==> config.mk <==
export PLATFORM = sky130hd
export DESIGN_NAME = pin_bridge_flat
export DESIGN_NICKNAME = d
export VERILOG_FILES = /design/src/rtl/pin_bridge_pkg.sv /design/src/rtl/pin_bridge_if.sv /design/src/rtl/pin_bridge_pb_stretch.sv /design/src/rtl/pin_bridge.sv /design/src/flat_wrapper.sv
export SDC_FILE = /design/constraint.sdc
export NUM_CORES = 1
export LEC_CHECK = 0
export ABC_AREA = 1
export CORE_MARGIN = 1
export CORE_UTILIZATION = 45
export CTS_CLUSTER_DIAMETER = 40
export DETAILED_ROUTE_END_ITERATION = 8
export GPL_ROUTABILITY_DRIVEN = 1
export GPL_TIMING_DRIVEN = 0
export PLACE_DENSITY_LB_ADDON = 0.15
export RECOVER_POWER = 25
export SLEW_MARGIN = 0
export SYNTH_ARGS = -nofsm -noshare
export SYNTH_HDL_FRONTEND = slang
export SYNTH_SLANG_ARGS = --single-unit
==> constraint.sdc <==
create_clock -name clk -period 3.9 [get_ports clk]
set_input_delay 0.585 -clock clk [delete_from_list [all_inputs] [get_ports clk]]
set_output_delay 0.585 -clock clk [all_outputs]
set_load 0.1 [all_outputs]
==> src/rtl/pin_bridge_pkg.sv <==
`default_nettype none
// +----------------------------------------------------------------------+
// | Module   : pin_bridge_pkg                                            |
// | Purpose  : Shared types, default sizing constants and helpers for    |
// |            the host-side pin bridge.                                 |
// | Revision : 1.0 - initial release                                     |
// +----------------------------------------------------------------------+
package pin_bridge_pkg;

  // Snapshot handshake state
  typedef enum logic [0:0] {
    SNAP_IDLE  = 1'b0,
    SNAP_VALID = 1'b1
  } snap_state_t;

  // Default sizing for the lab board
  localparam int c_N_SW           = 10;
  localparam int c_N_PB           = 2;
  localparam int c_N_LED          = 10;
  localparam int c_N_SEG          = 6;
  localparam int c_N_PARAM        = 3;
  localparam int c_PARAM_W        = 32;
  localparam int c_STARTUP_CYCLES = 255;
  localparam int c_PB_MIN_CYCLES  = 1000;

  // Width of an index into N entries, never narrower than one bit
  function automatic int sel_width(input int n);
    int w;
    w = $clog2(n);
    return (w < 1) ? 1 : w;
  endfunction

endpackage
`default_nettype wire

==> src/rtl/pin_bridge_if.sv <==
`default_nettype none
// +----------------------------------------------------------------------+
// | Module   : pin_bridge_if                                             |
// | Purpose  : Bundle of host-PIO and student-side signals of the pin    |
// |            bridge. Names are seen from the bridge: i_* enter the     |
// |            bridge, o_* leave it.                                     |
// |   master : host PIO / student side (drives i_*, observes o_*)        |
// |   slave  : pin_bridge (observes i_*, drives o_*)                     |
// | Revision : 1.0 - initial release                                     |
// +----------------------------------------------------------------------+
interface pin_bridge_if
  import pin_bridge_pkg::*;
#(
  parameter int N_SW    = c_N_SW,
  parameter int N_PB    = c_N_PB,
  parameter int N_LED   = c_N_LED,
  parameter int N_SEG   = c_N_SEG,
  parameter int N_PARAM = c_N_PARAM,
  parameter int PARAM_W = c_PARAM_W
);
  localparam int c_SEL_W = sel_width(N_PARAM);

  // start-up hold
  logic                         o_host_rst_n;
  // switches / pushbuttons
  logic [N_SW-1:0]              i_host_sw;
  logic [N_PB-1:0]              i_host_pb;
  logic [N_SW-1:0]              o_sws;
  logic [N_PB-1:0]              o_pbs;
  // parameter words
  logic [c_SEL_W-1:0]           i_host_param_sel;
  logic [PARAM_W-1:0]           i_host_param_wdata;
  logic                         i_host_param_we;
  logic                         i_host_param_commit;
  logic [N_PARAM*PARAM_W-1:0]   o_params;
  logic                         o_param_update;
  // display snapshot
  logic [N_LED-1:0]             i_leds;
  logic [8*N_SEG-1:0]           i_seg7;
  logic                         i_host_snap_req;
  logic                         i_host_snap_ack;
  logic [N_LED-1:0]             o_host_leds;
  logic [8*N_SEG-1:0]           o_host_seg;
  logic                         o_host_snap_valid;

  modport master (
    input  o_host_rst_n, o_sws, o_pbs, o_params, o_param_update,
           o_host_leds, o_host_seg, o_host_snap_valid,
    output i_host_sw, i_host_pb, i_host_param_sel, i_host_param_wdata,
           i_host_param_we, i_host_param_commit, i_leds, i_seg7,
           i_host_snap_req, i_host_snap_ack
  );

  modport slave (
    output o_host_rst_n, o_sws, o_pbs, o_params, o_param_update,
           o_host_leds, o_host_seg, o_host_snap_valid,
    input  i_host_sw, i_host_pb, i_host_param_sel, i_host_param_wdata,
           i_host_param_we, i_host_param_commit, i_leds, i_seg7,
           i_host_snap_req, i_host_snap_ack
  );

endinterface
`default_nettype wire

==> src/rtl/pin_bridge_pb_stretch.sv <==
`default_nettype none
// +----------------------------------------------------------------------+
// | Module   : pb_stretch                                                |
// | Purpose  : One pushbutton lane: two-flop synchroniser, edge-detect   |
// |            flop and a pulse-stretch down-counter.                    |
// |   clk, rst : clock, synchronous active-high reset                    |
// |   i_en     : 0 forces the output low and holds the counter at 0      |
// |   i_pb     : raw (asynchronous) button bit, active high              |
// |   o_pb     : synchronised, stretched button bit                      |
// | Revision : 1.0 - initial release                                     |
// +----------------------------------------------------------------------+
module pb_stretch #(
  parameter int PB_MIN_CYCLES = 1000
) (
  input  wire logic clk,
  input  wire logic rst,
  input  wire logic i_en,
  input  wire logic i_pb,
  output logic      o_pb
);
  localparam int c_CNT_W = $clog2(PB_MIN_CYCLES + 1);
  // The counter is loaded on the edge after the synced bit rises, so the
  // synced cycle plus PB_MIN_CYCLES counted cycles give a one-cycle press
  // a high time of PB_MIN_CYCLES+1.
  localparam logic [c_CNT_W-1:0] c_LOAD = c_CNT_W'(PB_MIN_CYCLES);
  localparam logic [c_CNT_W-1:0] c_ONE  = c_CNT_W'(1);

  logic               r_s1;
  logic               r_s2;
  logic               r_s3;
  logic [c_CNT_W-1:0] r_cnt;
  logic               w_rise;

  assign w_rise = r_s2 & ~r_s3;

  always_ff @(posedge clk) begin
    if (rst) begin
      r_s1  <= 1'b0;
      r_s2  <= 1'b0;
      r_s3  <= 1'b0;
      r_cnt <= '0;
    end else begin
      r_s1 <= i_pb;
      r_s2 <= r_s1;
      r_s3 <= r_s2;
      if (!i_en) begin
        r_cnt <= '0;
      end else if (w_rise) begin
        // a fresh press during a stretch restarts it
        r_cnt <= c_LOAD;
      end else if (r_cnt != '0) begin
        r_cnt <= r_cnt - c_ONE;
      end
    end
  end

  assign o_pb = i_en & (r_s2 | (r_cnt != '0));

endmodule
`default_nettype wire

==> src/rtl/pin_bridge.sv <==
`default_nettype none
// +----------------------------------------------------------------------+
// | Module   : pin_bridge                                                |
// | Purpose  : Host-side pin bridge between the JTAG host PIO and the    |
// |            student top level: start-up hold, switch sync, button     |
// |            stretch, atomic parameter words, display snapshot.        |
// |   clk, rst : clock, synchronous active-high reset                    |
// |   if_bus   : pin_bridge_if slave port carrying                       |
// |     o_host_rst_n                      start-up hold (active low)     |
// |     i_host_sw/o_sws                   switches in / synchronised     |
// |     i_host_pb/o_pbs                   buttons in / stretched         |
// |     i_host_param_* / o_params         shadow write, commit, live     |
// |     o_param_update                    one-cycle pulse per commit     |
// |     i_leds/i_seg7                     student display outputs        |
// |     i_host_snap_req/ack, o_host_*     snapshot handshake and data    |
// | Revision : 1.0 - initial release                                     |
// +----------------------------------------------------------------------+
module pin_bridge
  import pin_bridge_pkg::*;
#(
  parameter int N_SW           = c_N_SW,
  parameter int N_PB           = c_N_PB,
  parameter int N_LED          = c_N_LED,
  parameter int N_SEG          = c_N_SEG,
  parameter int N_PARAM        = c_N_PARAM,
  parameter int PARAM_W        = c_PARAM_W,
  parameter int STARTUP_CYCLES = c_STARTUP_CYCLES,
  parameter int PB_MIN_CYCLES  = c_PB_MIN_CYCLES
) (
  input wire logic     clk,
  input wire logic     rst,
  pin_bridge_if.slave  if_bus
);
  localparam int c_SEL_W   = sel_width(N_PARAM);
  localparam int c_START_W = $clog2(STARTUP_CYCLES + 1);
  localparam logic [c_START_W-1:0] c_START_MAX = c_START_W'(STARTUP_CYCLES);
  localparam logic [c_START_W-1:0] c_START_ONE = c_START_W'(1);

  // ------------------------------------------------------------------
  // Start-up hold: count up to STARTUP_CYCLES, then release the host.
  // ------------------------------------------------------------------
  logic [c_START_W-1:0] r_start_cnt;
  logic                 r_host_rst_n;

  always_ff @(posedge clk) begin
    if (rst) begin
      r_start_cnt  <= '0;
      r_host_rst_n <= 1'b0;
    end else begin
      if (r_start_cnt != c_START_MAX) begin
        r_start_cnt <= r_start_cnt + c_START_ONE;
      end
      r_host_rst_n <= (r_start_cnt == c_START_MAX);
    end
  end

  assign if_bus.o_host_rst_n = r_host_rst_n;

  // ------------------------------------------------------------------
  // Switches: two-flop synchroniser, output gated during the hold.
  // ------------------------------------------------------------------
  logic [N_SW-1:0] r_sw_s1;
  logic [N_SW-1:0] r_sw_s2;

  always_ff @(posedge clk) begin
    if (rst) begin
      r_sw_s1 <= '0;
      r_sw_s2 <= '0;
    end else begin
      r_sw_s1 <= if_bus.i_host_sw;
      r_sw_s2 <= r_sw_s1;
    end
  end

  assign if_bus.o_sws = r_host_rst_n ? r_sw_s2 : '0;

  // ------------------------------------------------------------------
  // Pushbuttons: one stretch lane per bit.
  // ------------------------------------------------------------------
  logic [N_PB-1:0] w_pbs;

  for (genvar g = 0; g < N_PB; g++) begin : g_pb
    pb_stretch #(
      .PB_MIN_CYCLES(PB_MIN_CYCLES)
    ) u_pb_stretch (
      .clk  (clk),
      .rst  (rst),
      .i_en (r_host_rst_n),
      .i_pb (if_bus.i_host_pb[g]),
      .o_pb (w_pbs[g])
    );
  end

  assign if_bus.o_pbs = w_pbs;

  // ------------------------------------------------------------------
  // Parameter words: shadow registers plus an atomic copy to the live
  // words. A write in the commit cycle is forwarded into the commit.
  // Out-of-range selects match no entry and are thereby ignored.
  // ------------------------------------------------------------------
  logic [PARAM_W-1:0]         r_shadow [N_PARAM];
  logic [N_PARAM*PARAM_W-1:0] r_params;
  logic                       r_param_update;
  logic [N_PARAM-1:0]         w_wr_hit;

  always_comb begin
    w_wr_hit = '0;
    for (int i = 0; i < N_PARAM; i++) begin
      w_wr_hit[i] = if_bus.i_host_param_we &&
                    (if_bus.i_host_param_sel == c_SEL_W'(i));
    end
  end

  always_ff @(posedge clk) begin
    if (rst) begin
      for (int i = 0; i < N_PARAM; i++) begin
        r_shadow[i] <= '0;
      end
      r_params       <= '0;
      r_param_update <= 1'b0;
    end else begin
      r_param_update <= if_bus.i_host_param_commit;
      for (int i = 0; i < N_PARAM; i++) begin
        if (w_wr_hit[i]) begin
          r_shadow[i] <= if_bus.i_host_param_wdata;
        end
        if (if_bus.i_host_param_commit) begin
          r_params[i*PARAM_W +: PARAM_W] <= w_wr_hit[i] ? if_bus.i_host_param_wdata
                                                        : r_shadow[i];
        end
      end
    end
  end

  assign if_bus.o_params       = r_params;
  assign if_bus.o_param_update = r_param_update;

  // ------------------------------------------------------------------
  // Snapshot FSM: capture on request, hold until acknowledged. A request
  // arriving together with the acknowledge re-arms with fresh data.
  // ------------------------------------------------------------------
  snap_state_t        r_snap_state;
  logic               r_snap_valid;
  logic [N_LED-1:0]   r_host_leds;
  logic [8*N_SEG-1:0] r_host_seg;

  always_ff @(posedge clk) begin
    if (rst) begin
      r_snap_state <= SNAP_IDLE;
      r_snap_valid <= 1'b0;
      r_host_leds  <= '0;
      r_host_seg   <= '0;
    end else begin
      case (r_snap_state)
        SNAP_IDLE: begin
          if (if_bus.i_host_snap_req) begin
            r_host_leds  <= if_bus.i_leds;
            r_host_seg   <= if_bus.i_seg7;
            r_snap_state <= SNAP_VALID;
            r_snap_valid <= 1'b1;
          end
        end
        SNAP_VALID: begin
          if (if_bus.i_host_snap_ack) begin
            if (if_bus.i_host_snap_req) begin
              r_host_leds <= if_bus.i_leds;
              r_host_seg  <= if_bus.i_seg7;
            end else begin
              r_snap_state <= SNAP_IDLE;
              r_snap_valid <= 1'b0;
            end
          end
        end
        default: begin
          r_snap_state <= SNAP_IDLE;
          r_snap_valid <= 1'b0;
        end
      endcase
    end
  end

  assign if_bus.o_host_leds       = r_host_leds;
  assign if_bus.o_host_seg        = r_host_seg;
  assign if_bus.o_host_snap_valid = r_snap_valid;

endmodule
`default_nettype wire

==> src/flat_wrapper.sv <==
// flat-port wrapper written by rule: the top's interface ports become plain ports
module pin_bridge_flat import pin_bridge_pkg::*;
#(
  parameter int N_SW           = c_N_SW,
  parameter int N_PB           = c_N_PB,
  parameter int N_LED          = c_N_LED,
  parameter int N_SEG          = c_N_SEG,
  parameter int N_PARAM        = c_N_PARAM,
  parameter int PARAM_W        = c_PARAM_W,
  parameter int STARTUP_CYCLES = c_STARTUP_CYCLES,
  parameter int PB_MIN_CYCLES  = c_PB_MIN_CYCLES
)
  (clk, rst, if_bus_o_host_rst_n, if_bus_o_sws, if_bus_o_pbs, if_bus_o_params, if_bus_o_param_update, if_bus_o_host_leds, if_bus_o_host_seg, if_bus_o_host_snap_valid, if_bus_i_host_sw, if_bus_i_host_pb, if_bus_i_host_param_sel, if_bus_i_host_param_wdata, if_bus_i_host_param_we, if_bus_i_host_param_commit, if_bus_i_leds, if_bus_i_seg7, if_bus_i_host_snap_req, if_bus_i_host_snap_ack);
  pin_bridge_if #(.N_SW(N_SW), .N_PB(N_PB), .N_LED(N_LED), .N_SEG(N_SEG), .N_PARAM(N_PARAM), .PARAM_W(PARAM_W)) if_bus_i ();
  input wire logic clk;
  input wire logic rst;
  output wire logic [$bits(if_bus_i.o_host_rst_n)-1:0] if_bus_o_host_rst_n;
  output wire logic [$bits(if_bus_i.o_sws)-1:0] if_bus_o_sws;
  output wire logic [$bits(if_bus_i.o_pbs)-1:0] if_bus_o_pbs;
  output wire logic [$bits(if_bus_i.o_params)-1:0] if_bus_o_params;
  output wire logic [$bits(if_bus_i.o_param_update)-1:0] if_bus_o_param_update;
  output wire logic [$bits(if_bus_i.o_host_leds)-1:0] if_bus_o_host_leds;
  output wire logic [$bits(if_bus_i.o_host_seg)-1:0] if_bus_o_host_seg;
  output wire logic [$bits(if_bus_i.o_host_snap_valid)-1:0] if_bus_o_host_snap_valid;
  input wire logic [$bits(if_bus_i.i_host_sw)-1:0] if_bus_i_host_sw;
  input wire logic [$bits(if_bus_i.i_host_pb)-1:0] if_bus_i_host_pb;
  input wire logic [$bits(if_bus_i.i_host_param_sel)-1:0] if_bus_i_host_param_sel;
  input wire logic [$bits(if_bus_i.i_host_param_wdata)-1:0] if_bus_i_host_param_wdata;
  input wire logic [$bits(if_bus_i.i_host_param_we)-1:0] if_bus_i_host_param_we;
  input wire logic [$bits(if_bus_i.i_host_param_commit)-1:0] if_bus_i_host_param_commit;
  input wire logic [$bits(if_bus_i.i_leds)-1:0] if_bus_i_leds;
  input wire logic [$bits(if_bus_i.i_seg7)-1:0] if_bus_i_seg7;
  input wire logic [$bits(if_bus_i.i_host_snap_req)-1:0] if_bus_i_host_snap_req;
  input wire logic [$bits(if_bus_i.i_host_snap_ack)-1:0] if_bus_i_host_snap_ack;
  assign if_bus_o_host_rst_n = if_bus_i.o_host_rst_n;
  assign if_bus_o_sws = if_bus_i.o_sws;
  assign if_bus_o_pbs = if_bus_i.o_pbs;
  assign if_bus_o_params = if_bus_i.o_params;
  assign if_bus_o_param_update = if_bus_i.o_param_update;
  assign if_bus_o_host_leds = if_bus_i.o_host_leds;
  assign if_bus_o_host_seg = if_bus_i.o_host_seg;
  assign if_bus_o_host_snap_valid = if_bus_i.o_host_snap_valid;
  assign if_bus_i.i_host_sw = if_bus_i_host_sw;
  assign if_bus_i.i_host_pb = if_bus_i_host_pb;
  assign if_bus_i.i_host_param_sel = if_bus_i_host_param_sel;
  assign if_bus_i.i_host_param_wdata = if_bus_i_host_param_wdata;
  assign if_bus_i.i_host_param_we = if_bus_i_host_param_we;
  assign if_bus_i.i_host_param_commit = if_bus_i_host_param_commit;
  assign if_bus_i.i_leds = if_bus_i_leds;
  assign if_bus_i.i_seg7 = if_bus_i_seg7;
  assign if_bus_i.i_host_snap_req = if_bus_i_host_snap_req;
  assign if_bus_i.i_host_snap_ack = if_bus_i_host_snap_ack;
  pin_bridge #(.N_SW(N_SW), .N_PB(N_PB), .N_LED(N_LED), .N_SEG(N_SEG), .N_PARAM(N_PARAM), .PARAM_W(PARAM_W), .STARTUP_CYCLES(STARTUP_CYCLES), .PB_MIN_CYCLES(PB_MIN_CYCLES)) u_core (.clk(clk), .rst(rst), .if_bus(if_bus_i));
endmodule
-- After elaboration in Yosys (flattened, before gate mapping)
Memory sizes are Yosys's and may differ from the RTL's. A register that Yosys moved wholly into a read port is not among the register bits.
Cells that the tools add are included.
- $add $sub $neg: 3
- multiply operators: 0
- div/mod/pow operators: 0
- $lt $le $gt $ge: 0
- eq/ne operators: 7
- shift operators: 0
- multiplexer cells: 32
- bitwise operators: 13
- reductions and logical operators: 12
- operators by type and width (cell ; count):
    $mux W32 ; 3
    $mux W48 ; 2
    $pmux W48 S2 ; 1
    $mux W10 ; 7
    $pmux W10 S2 ; 1
    $reduce_bool A10 Y1 ; 2
    $sub A10 B1 Y10 const B ; 2
    $mux W1 ; 16
    $add A8 B1 Y8 const B ; 1
    $eq A8 B8 Y1 const B ; 1
    $ne A8 B8 Y1 const B ; 1
    $ne A2 B2 Y1 const B ; 3
    $reduce_or A3 Y1 ; 2
    $or A1 B1 Y1 ; 5
    $and A1 B1 Y1 ; 4
    $not A1 Y1 ; 4
    $pmux W1 S2 ; 2
    $reduce_bool A2 Y1 ; 2
    $logic_and A1 B1 Y1 ; 3
    $reduce_and A3 Y1 ; 1
    $eq A2 B1 Y1 const B ; 1
    $eq A2 B2 Y1 const B ; 1
    $logic_not A2 Y1 ; 1
    $reduce_or A2 Y1 ; 1
- bits in registers: 116
- bits in latches: 0
- memory bits (writable): 96
- ROM bits: 0
- bits of input ports: 110
- output and inout port bits: 169
- word-level logic and storage cells: 87
- memories: 1
- memory list (name ; depth ; bits a word ; rd ports ; clocked after memory_dff ; write ports ; line ; RTL):
    u_core.r_shadow ; 3 ; 32 ; 3 ; 3 ; 3 ; pin_bridge.sv:101 ; logic [PARAM_W-1:0] r_shadow [N_PARAM];

-- Longest topological paths before layout
- depth in word-level cells: 6
- mapped depth: 10
- depth with buffers taken out: 9

-- Modules after synthesis
A second synthesis with hierarchy kept.
- cell total of the unflattened synthesis: 1559
- area total of the unflattened synthesis: 11942.7 um2
- by module, submodules not included (module ; instances ; cells an instance ; area each (um2) ; sequential area each (um2)):
    pin_bridge ; 1 ; 1361 ; 10639.0 ; 5645.4
    pb_stretch ; 2 ; 99 ; 651.9 ; 260.2

-- Worst setup path after synthesis
No wires, ideal clock.
- path type: reg-to-output
- start: register u_core.r_host_rst_n (netlist: u_core.if_bus.o_host_rst_n)
- end: output port if_bus_o_sws[0]
- arrival: 1968 ps
- required time: 3315 ps
- slack: 1347 ps
- cell stages (with the launch flop): 4
- path buffers: 1
- path through: dfxtp_1 clkbuf_1 nand2_1 inv_1
- word-level cells in the longest chain between the ends: 1
- RTL lines (item ; line ; RTL):
    from (decl) ; pin_bridge.sv:43 ; logic r_host_rst_n;
    from (signal assigned) ; pin_bridge.sv:53 ; r_host_rst_n <= (r_start_cnt == c_START_MAX);
    $mux W10 ; pin_bridge.sv:75 ; assign if_bus.o_sws = r_host_rst_n ? r_sw_s2 : '0;
    to (decl) ; flat_wrapper.sv:18 ; output wire logic [$bits(if_bus_i.o_sws)-1:0] if_bus_o_sws;
Every way passes these cells.

-- Final worst setup path
- start: register u_core.g_pb[1].u_pb_stretch.r_cnt[0]
- end: output port if_bus_o_pbs[1]
- word-level cells in the longest chain between the ends: 3
- RTL lines (item ; line ; RTL):
    from (decl) ; pin_bridge_pb_stretch.sv:31 ; logic [c_CNT_W-1:0] r_cnt;
    from (signal assigned) ; pin_bridge_pb_stretch.sv:50 ; r_cnt <= c_LOAD;
    from (signal assigned) ; pin_bridge_pb_stretch.sv:52 ; r_cnt <= r_cnt - c_ONE;
    $reduce_bool A10 Y1 ; pin_bridge_pb_stretch.sv:57 ; assign o_pb = i_en & (r_s2 | (r_cnt != '0));
    $or A1 B1 Y1 ; pin_bridge_pb_stretch.sv:57 ;
    $and A1 B1 Y1 ; pin_bridge_pb_stretch.sv:57 ;
    to (decl) ; flat_wrapper.sv:19 ; output wire logic [$bits(if_bus_i.o_pbs)-1:0] if_bus_o_pbs;
Every way passes these cells.

==> impl_metrics.csv <==
group,metric,value,unit
clocking,cts_sinks,308,
final_layout,multiInputGateArea,0.004507,mm^2
clocking,cts_hold_buf,0,
power,vdd_ir_drop_max,431.2,uV
clocking,postCtsSetupBuffers,0,
synth,ys.flop_type,"dfxtp_1",
synth,ys_seq_elements,308,
synth,syn_inst,1619,
synth,netlist_area,0.01181,mm^2
timing,clock.fmax,306.7,MHz
final_layout,fillers,2202,
timing,tightestPinTransition,1.081,ns
setup_path,worstPathMaxFanout,10,
setup_path,worstSetupStartpointType,"flop",
global_routing,antenna_found_initial,4,
global_routing,grt_max_degree,15,
floorplan,initial_core_util,0.4637,
floorplan,die_y,164,um
setup_path,arrival,2.68,ns
timing,finClkSkew,0.02136,ns
final_layout,area_growth,39.44,%
global_routing,grt_pass1_vias,10196,
detailed_routing,routed_wl,32.73,mm
place,gp_congestion,0.8332,
synth,ys_types,35,
setup_path,rr_worst_depth,8,
power,clock_power_share,0.450,
power,total_power,9.139,mW
detailed_routing,route.vias.total,10998,
detailed_routing,wl_per_cell,14.17,um
synth,synth_nets,1732,
global_routing,overflow,0,
synth,yosysMostFrequentCell,"nor2_1",
power,p_int,6.305,mW
detailed_routing,antenna_left,0,
clocking,clk_latency,0.53,ns
synth,ys.warnings.count,0,
power,power.switching,2.834,mW
place,port-buffer-count,276,
timing,max_slew_margin,0.2773,
floorplan,fp.coreArea,0.02547,mm^2
floorplan,io_pins,279,
setup_path,critPathLaunch,"u_core.g_pb[1].u_pb_stretch.r_cnt[0]",
detailed_routing,drc,0,
setup_path,setup.worst_path.end,"if_bus_o_pbs[1]",
final_layout,seq_area,0.006166,mm^2
timing,period_share,0.8359,
clocking,clock_path_buffers,3,
final_layout,layout-drive-gt1-share,0.07038,
job,cap_violations,0,
global_routing,grt_pass1_wl,51.32,mm
setup_path,end_kind,"primary output",
timing,rsz0062_at_grt,"no",
clocking,cts_buffers,43,
timing,min_period,3.260,ns
clocking,clkTransAtPathRegs,0.05,ns
detailed_routing,drt_iter0_markers,561,
global_routing,grt.total_usage,0.2421,
worst_hold_path,hold_class,"reg2reg",
clocking,htreeDepth,2,
detailed_routing,first_pass_iters,5,
power,seqPwrFrac,0.373,
final_layout,nets,2053,
synth,ys_async_sr_fraction,0,
detailed_routing,vias_per_cell,4.763,
setup_path,r2r_slack,2.18,ns
floorplan,die_area,0.02690,mm^2
power,sw_frac_of_total,0.3101,
setup_path,critPathKind,"reg2out",
synth,yosysTopAreaCellShare,0.5221,
synth,synthTopCellsByCount,"nor2_1, nand2_1, dfxtp_1, nand3_1, inv_1",
floorplan,placement_rows,58,
power,total_leakage_power,8.051,nW
synth,netlist_top_cells_area,"dfxtp_1, nor2_1, nand2_1",
setup_path,r2r_end,"u_core.if_bus.o_host_seg[40]",
run_status,status,"completed",
clocking,post_cts_resized,0,
synth,ys_seq_area_frac,0.5221,
timing,drv_slew,0,
timing,finalSetupViolCount,0,
floorplan,dieWidth,164,um
timing,hold_viol,0,
power,powerDensity,554.9,mW/mm^2
synth,synth_top_area_cell,"dfxtp_1",
timing,fin_setup_tns,0,ns
synth,synth_edf_count,0,
setup_path,r2r-start,"u_core.r_snap_state",
place,dp_hpwl,23.44,mm
clocking,cts_tree,"yes",
clocking,cts_root_buffer,"clkbuf_16",
setup_path,crit_required,3.31,ns
power,combPwrFrac,0.177,
synth,syn_avg_cell_area,7.295,um^2
## how the worst min path moves through the flow
stage | slack, ns | from | endpoint | depth (start not counted)
after CTS | 0.40 | u_core.r_sw_s1[8] | u_core.r_sw_s2[8] | 2
final | 0.40 | u_core.r_sw_s1[8] | u_core.r_sw_s2[8] | 2
after detailed placement | 0.39 | u_core.r_sw_s1[2] | u_core.r_sw_s2[2] | 2
after global placement | 0.39 | u_core.r_sw_s1[8] | u_core.r_sw_s2[8] | 2
after floorplan | 0.39 | u_core.g_pb[0].u_pb_stretch.r_s1 | u_core.g_pb[0].u_pb_stretch.r_s2 | 2
after global routing | 0.41 | u_core.r_sw_s1[2] | u_core.r_sw_s2[2] | 2
## kinds of logic after synthesis
kind of cell | count (synthesis) | synth area share
and+or+nand+nor | 942 | 0.3354
DFF | 308 | 0.5221
xor gates and xnor gates | 6 | 0.004450
buffers and inverters | 267 | 0.09408
AOI/OAI and AO/OA | 93 | 0.04079
adders and majority gates | 3 | 0.003179
## metal layers
metal / GRT usage / wire length (um)
met1: 0.2967 / 14140
met2: 0.4149 / 15660
met3: 0.04874 / 1936
met4: 0.09638 / 999
met5: 0 / 0
## layout make-up
cell class | count | area share
inverter | 181 | 0.04156
multi-input combinational | 1044 | 0.2737
clock buffer | 50 | 0.07127
antenna | 4 | 0.0006078
timing repair buffer | 276 | 0.1681
tap | 330 | 0.02507
sequential | 308 | 0.3744
buffer | 86 | 0.02249
clock inverter | 30 | 0.02287
## cells in the final DEF (no fill, tap or decap), drive strengths merged, types with 23 or more instances in the layout
cell           instances
buf                   39
clkdlybuf4s50        272
inv                  197
clkbuf                97
dfxtp                308
a21oi                 23
nand3                219
nand2                349
o21ai                 65
nor2                 363
## through the flow
| stage | hold slack (ns) | cells | area [um^2] | util | worst slack [ns] |
|---|---|---|---|---|---|
| floorplan | 0.3883 | 1619 | 11810 | - | 1.347 |
| global placement | 0.3910 | 2225 | 14990 | 0.5883 | 0.7473 |
| detailed placement | 0.3939 | 2225 | 14990 | 0.5883 | 0.6946 |
| CTS | 0.4009 | 2305 | 16540 | 0.6492 | 0.1278 |
| global route | 0.4053 | 2308 | 16470 | 0.6464 | 0.4277 |
| finish | 0.4004 | 2309 | 16470 | 0.6465 | 0.6399 |
## power groups by stage
| stage | sequential (mW) | clock [mW] | combinational (mW) |
|---|---|---|---|
| global route | 3.42 | 4.31 | 1.71 |
| finish | 3.41 | 4.12 | 1.62 |
| CTS | 3.41 | 4.18 | 1.63 |
| floorplan | 4.23 | 0 | 0.393 |
| global placement | 3.47 | 0 | 1.61 |
| detailed placement | 3.47 | 0 | 1.62 |
## flip-flops by register name, summed over array words and instances, names as in the netlist, 2 cells and up
signal                          flops
if_bus_o_params                    96
u_core.g_pb.u_pb_stretch.r_cnt     20
u_core.g_pb.u_pb_stretch.r_s1       2
u_core.g_pb.u_pb_stretch.r_s2       2
u_core.g_pb.u_pb_stretch.r_s3       2
u_core.if_bus.o_host_leds          10
u_core.if_bus.o_host_seg           48
u_core.r_shadow                    96
u_core.r_start_cnt                  8
u_core.r_sw_s1                     10
u_core.r_sw_s2                     10
## critical path: stages (launching register included)
cell,delay (ns)
dfxtp_1,0.31
inv_1,0.10
ha_1,0.22
nand2_1,0.11
nor2_1,0.32
nand2_2,0.23
o21ai_0,0.21
inv_1,0.06
buf_4,0.12
dlymetal6s2s_1,0.46
(Power assumes the default switching activity.)
